`src/rtl/uart_rx_byte.sv`:
```
// 8N1 UART receiver: synchronizes rx, samples mid-bit and presents one byte per good frame.
// Optional even parity bit enabled by defining UART_RX_PARITY_EN.
module uart_rx_byte #(
    parameter int unsigned CLKS_PER_BIT = 868
) (
    input  logic       clk,
    input  logic       reset,
    input  logic       rx,
    output logic [7:0] data,
    output logic       valid,
    output logic       busy,
    output logic       frame_err,
    output logic       parity_err
);

    localparam int unsigned CW = $clog2(CLKS_PER_BIT);
    localparam logic [CW-1:0] HALF = CW'(CLKS_PER_BIT / 2 - 1);
    localparam logic [CW-1:0] FULL = CW'(CLKS_PER_BIT - 1);

    typedef enum logic [2:0] {
        IDLE,
        START,
        DATA,
`ifdef UART_RX_PARITY_EN
        PARITY,
`endif
        STOP,
        BREAK
    } state_t;

    state_t          state, state_d;
    logic [1:0]      sync;
    logic            rx_s;
    logic [CW-1:0]   cnt, cnt_d;
    logic [2:0]      idx, idx_d;
    logic [7:0]      sh, sh_d;
    logic [7:0]      data_d;
    logic            valid_d, frame_err_d;
`ifdef UART_RX_PARITY_EN
    logic            par_bad, par_bad_d;
    logic            parity_err_d;
`endif

    assign rx_s = sync[1];

    // Two-flop synchronizer; idles high so reset does not look like a start bit.
    always_ff @(posedge clk or posedge reset) begin
        if (reset) sync <= 2'b11;
        else       sync <= {sync[0], rx};
    end

    always_ff @(posedge clk or posedge reset) begin
        if (reset) begin
            state     <= IDLE;
            cnt       <= '0;
            idx       <= '0;
            sh        <= '0;
            data      <= '0;
            valid     <= 1'b0;
            busy      <= 1'b0;
            frame_err <= 1'b0;
`ifdef UART_RX_PARITY_EN
            par_bad    <= 1'b0;
            parity_err <= 1'b0;
`endif
        end else begin
            state     <= state_d;
            cnt       <= cnt_d;
            idx       <= idx_d;
            sh        <= sh_d;
            data      <= data_d;
            valid     <= valid_d;
            busy      <= (state_d != IDLE);
            frame_err <= frame_err_d;
`ifdef UART_RX_PARITY_EN
            par_bad    <= par_bad_d;
            parity_err <= parity_err_d;
`endif
        end
    end

`ifndef UART_RX_PARITY_EN
    assign parity_err = 1'b0;
`endif

    always_comb begin
        state_d     = state;
        cnt_d       = cnt + CW'(1);
        idx_d       = idx;
        sh_d        = sh;
        data_d      = data;
        valid_d     = 1'b0;
        frame_err_d = 1'b0;
`ifdef UART_RX_PARITY_EN
        par_bad_d    = par_bad;
        parity_err_d = 1'b0;
`endif
        case (state)
            IDLE: begin
                cnt_d = '0;
                if (!rx_s) state_d = START;
            end
            START: begin
                // Half-bit check rejects glitches and re-centres sampling mid-bit.
                if (cnt == HALF) begin
                    cnt_d   = '0;
                    idx_d   = '0;
                    state_d = rx_s ? IDLE : DATA;
                end
            end
            DATA: begin
                if (cnt == FULL) begin
                    cnt_d = '0;
                    sh_d  = {rx_s, sh[7:1]};
                    idx_d = idx + 3'd1;
                    if (idx == 3'd7) begin
`ifdef UART_RX_PARITY_EN
                        state_d = PARITY;
`else
                        state_d = STOP;
`endif
                    end
                end
            end
`ifdef UART_RX_PARITY_EN
            PARITY: begin
                if (cnt == FULL) begin
                    cnt_d     = '0;
                    par_bad_d = rx_s ^ (^sh);
                    state_d   = STOP;
                end
            end
`endif
            STOP: begin
                if (cnt == FULL) begin
                    cnt_d = '0;
                    if (rx_s) begin
`ifdef UART_RX_PARITY_EN
                        if (par_bad) begin
                            parity_err_d = 1'b1;
                        end else begin
                            data_d  = sh;
                            valid_d = 1'b1;
                        end
`else
                        data_d  = sh;
                        valid_d = 1'b1;
`endif
                        state_d = IDLE;
                    end else begin
                        frame_err_d = 1'b1;
                        state_d     = BREAK;
                    end
                end
            end
            BREAK: begin
                // Held-low line must return high before another frame is accepted.
                cnt_d = '0;
                if (rx_s) state_d = IDLE;
            end
            default: begin
                cnt_d   = '0;
                state_d = IDLE;
            end
        endcase
    end

endmodule

```
`config.mk`:
```
export PLATFORM = sky130hd
export DESIGN_NAME = uart_rx_byte
export DESIGN_NICKNAME = d
export VERILOG_FILES = /design/src/rtl/uart_rx_byte.sv
export SDC_FILE = /design/constraint.sdc
export NUM_CORES = 1
export LEC_CHECK = 0
export ABC_AREA = 1
export CORE_MARGIN = 5
export CORE_UTILIZATION = 29
export DETAILED_ROUTE_END_ITERATION = 12
export HOLD_SLACK_MARGIN = 0.06
export MAX_ROUTING_LAYER = met4
export PLACE_DENSITY = 0.48
export SETUP_SLACK_MARGIN = 0.2
export SLEW_MARGIN = 20
export SYNTH_ARGS = -nofsm -noshare
export SYNTH_HDL_FRONTEND = slang
export SYNTH_SLANG_ARGS = --single-unit
export TNS_END_PERCENT = 30
```
`constraint.sdc`:
```
create_clock -name clk -period 2.3 [get_ports clk]
set_clock_uncertainty 0.2 [all_clocks]
set_input_delay 0.46 -clock clk [delete_from_list [all_inputs] [get_ports clk]]
set_output_delay 0.46 -clock clk [all_outputs]
set_load 0.01 [all_outputs]
```
==> flow_summary_export.csv <==
group,metric,value,unit
hold_path,hold_class,"reg2reg",
worst_setup_path,crit_cells,1,
synthesis,yosys.area_share.simple,24.5,%
floorplanning,pin_count,15,
detailed_routing,via_per_inst,4.30,
timing,setup_violations,0,
worst_setup_path,critPathArrivalTime,1.20,ns
worst_setup_path,worstSetupPathType,"reg2out",
pwr,p_per_area,603,nW/um^2
finish,fin_util,35.2,%
worst_setup_path,critPathMaxFanout,2,
finish,finalInstanceArea,2100,um^2
clock_tree,postCtsSetupBuffers,0,
worst_setup_path,r2r_start,"cnt[0]",
floorplanning,core_area,5960,um^2
synthesis,synth_edf_count,0,
clock_tree,clkTransAtPathRegs,0.08,ns
synthesis,syn_nets,203,
timing,slew_viol_final,0,
global_route,grt_antenna_before_repair,0,
synthesis,synthCells,196,
synthesis,synth_top_family_by_area,"simple AND/OR/NAND/NOR gates",
clock_tree,cts_tree,"built",
pwr,peakVddDrop,0.000337,V
detailed_routing,wl_met1,1.80,mm
detailed_routing,drt-total-wl,3.35,mm
finish,drive_above_1_share,15.9,%
finish,area_delta_synth_final,17.6,%
global_route,track_usage,10.1,%
clock_tree,root_buffer,"clkbuf_8",
global_route,grt_pass1_vias,1257,
worst_setup_path,worst_setup_path_end_kind,"output pin",
flow_run,cap_violations,0,
synthesis,synthXorXnorAreaFrac,2.46,%
clock_tree,numCtsBuffers,5,
detailed_routing,drc,0,
synthesis,syn_avg_cell_area,9.10,um^2
worst_setup_path,cp.required,1.64,ns
timing,rsz0062_at_grt,"no",
synthesis,synth_fa_ha_area_share,2.81,%
synthesis,synth_compound_area_share,9.54,%
synthesis,ys.flop_type,"dfrtp_1",
clock_tree,ctsHtreeMaxLevel,2,
synthesis,synth.distinct_cells,29,
worst_setup_path,critPathLaunchType,"flop",
hold_path,whs_endpoint,"sync[1]",
clock_tree,cts-resized-gates,0,
hold_path,hold_start,"sync[0]",
synthesis,yosys_warnings,0,
floorplanning,die-area,7820,um^2
detailed_routing,vias,1243,
detailed_routing,ant_nets,0,
detailed_routing,wl_met3,91,um
timing,hold_violations,0,
global_route,grt_pass1_wl,5.87,mm
worst_setup_path,worst_r2r_path_depth,9,
detailed_routing,avgRoutedWirePerCell,11.6,um
global_route,grt_max_degree,38,
placed_design,port_buffers,13,
synthesis,yosys-mux-area-fraction,0,%
clock_tree,hold_buffers,0,
worst_setup_path,rrSetupSlack,0.50,ns
outcome,outcome,"finished, final reports clean",
placed_design,postPlaceCellArea,1980,um^2
finish,num_antenna_cells,0,
placed_design,routabilityCongestion,0.752,
detailed_routing,dr.pass1.iters,4,
synthesis,synth-async-reset-ratio,100,%
detailed_routing,drt_iter0_markers,76,
pwr,p_leak,0.917,nW
pwr,fin_total_pwr,0.00126,W
global_route,overflow,0,
worst_setup_path,crit_path_top_delay_cell,"clkdlybuf4s50_1",
clock_tree,clk_latency,0.28,ns
hold_path,hold_depth,0,
worst_setup_path,path_buf_inv,1,
clock_tree,cts_sinks,37,
worst_setup_path,slowest_delay,0.54,ns
synthesis,synth_seq_cells,37,
worst_setup_path,worstReg2RegEnd,"data[0]",
worst_setup_path,crit_chain,"clkdlybuf4s50_1",
synthesis,yosysSeqAreaShare,52.1,%
timing,hold_slack,0.161,ns
worst_setup_path,crit_family,"buffers and inverters",
synthesis,syn_area,1780,um^2
placed_design,hpwl,2.37,mm
finish,fillerInstances,634,
floorplanning,start_util,29.9,%
detailed_routing,top_layer,"met4",
clock_tree,clockBufferDepth,2,
timing,tns,0,ns
floorplanning,die_w,88.4,um
timing,fmax,0.539,GHz
finish,nets,220,
floorplanning,chipHeight,88.4,um
detailed_routing,met2WireLength,1.39,mm
floorplanning,fp-row-count,28,
timing,period_share,80.7,%
timing,finalCriticalPeriod,1.86,ns
## state kept, by name (all words and copies together) (netlist names)
signal	count
sh	8
state	3
data	8
cnt	10
frame_err	1
sync	2
valid	1
busy	1
idx	3
## through the flow
step | setup WS (ns) | instances
after global routing | 0.319 | 289
after detailed placement | 0.500 | 281
after floorplan | 0.626 | 196
after global placement | 0.514 | 281
after CTS | 0.422 | 289
final | 0.445 | 289
## metal layers
metal	GRT usage, %	vias to the layer above
li1	-	655
met1	13.6	569
met2	14.3	15
met3	2.51	4
met4	4.53	0
met5	-	-
## cells in the final DEF (no fill, tap or decap), types with 2 or more instances in the layout
cell type        netlist  routed
a21oi_1                9       9
clkbuf_8               0       6
clkdlybuf4s50_1        0      13
dfrtp_1               35      35
dfstp_2                2       2
ha_1                   4       4
inv_1                 27      27
inv_2                  3       3
nand2_1               39      39
nand2_2                6       6
nand3_1               15      15
nand4_1                3       3
nor2_1                11      11
nor2_4                 2       2
nor3_1                 3       3
o21ai_0                2       2
o21ai_1               11      11
o21ai_2                6       6
xor2_1                 4       4
## area by class of cell
cell class	instances	area, um^2	area share (%)
flip-flops and latches	37	928	44.3
repair buffers	14	138	6.56
clock buffers	6	82.6	3.94
clock inverters	2	37.5	1.79
multi-input cells	125	704	33.6
inverters	30	113	5.37
well taps	75	93.8	4.47
## synth_stat cells (3+ instances only)
master   count  share of area (%)
a21oi_1      9                2.5
dfrtp_1     35                 49
ha_1         4                2.8
inv_1       27                5.7
inv_2        3               0.63
nand2_1     39                8.2
nand2_2      6                2.1
nand3_1     15                4.2
nand4_1      3                1.1
nor2_1      11                2.3
nor3_1       3               0.84
o21ai_1     11                3.1
o21ai_2      6                2.9
xor2_1       4                2.0
## cells by family after synthesis
logic type | after synthesis
adder cells (fa/ha/maj) | 4
AND/OR/NAND/NOR | 86
AO/OA/AOI/OAI | 29
buffers and inverters | 34
XOR/XNOR | 5
other | 1
flip-flops | 37
## where the power goes
group | internal [W] | switching, W
clock network | 0.000353 | 0.000238
logic | 0.00000458 | 0.0000152
registers | 0.000653 | 0.000000964
total | 0.00101 | 0.000254
## how the worst max path moves through the flow
stage / startpoint / endpoint / slack [ns]
after floorplan: cnt[0] / data[1] / 0.63
after global placement: cnt[0] / data[0] / 0.51
after detailed placement: cnt[0] / sh[5] / 0.50
after CTS: data[6] / data[6] / 0.42
after global routing: cnt[0] / sh[2] / 0.32
final: data[6] / data[6] / 0.44
No activity file was read; power rests on OpenSTA's default activity.
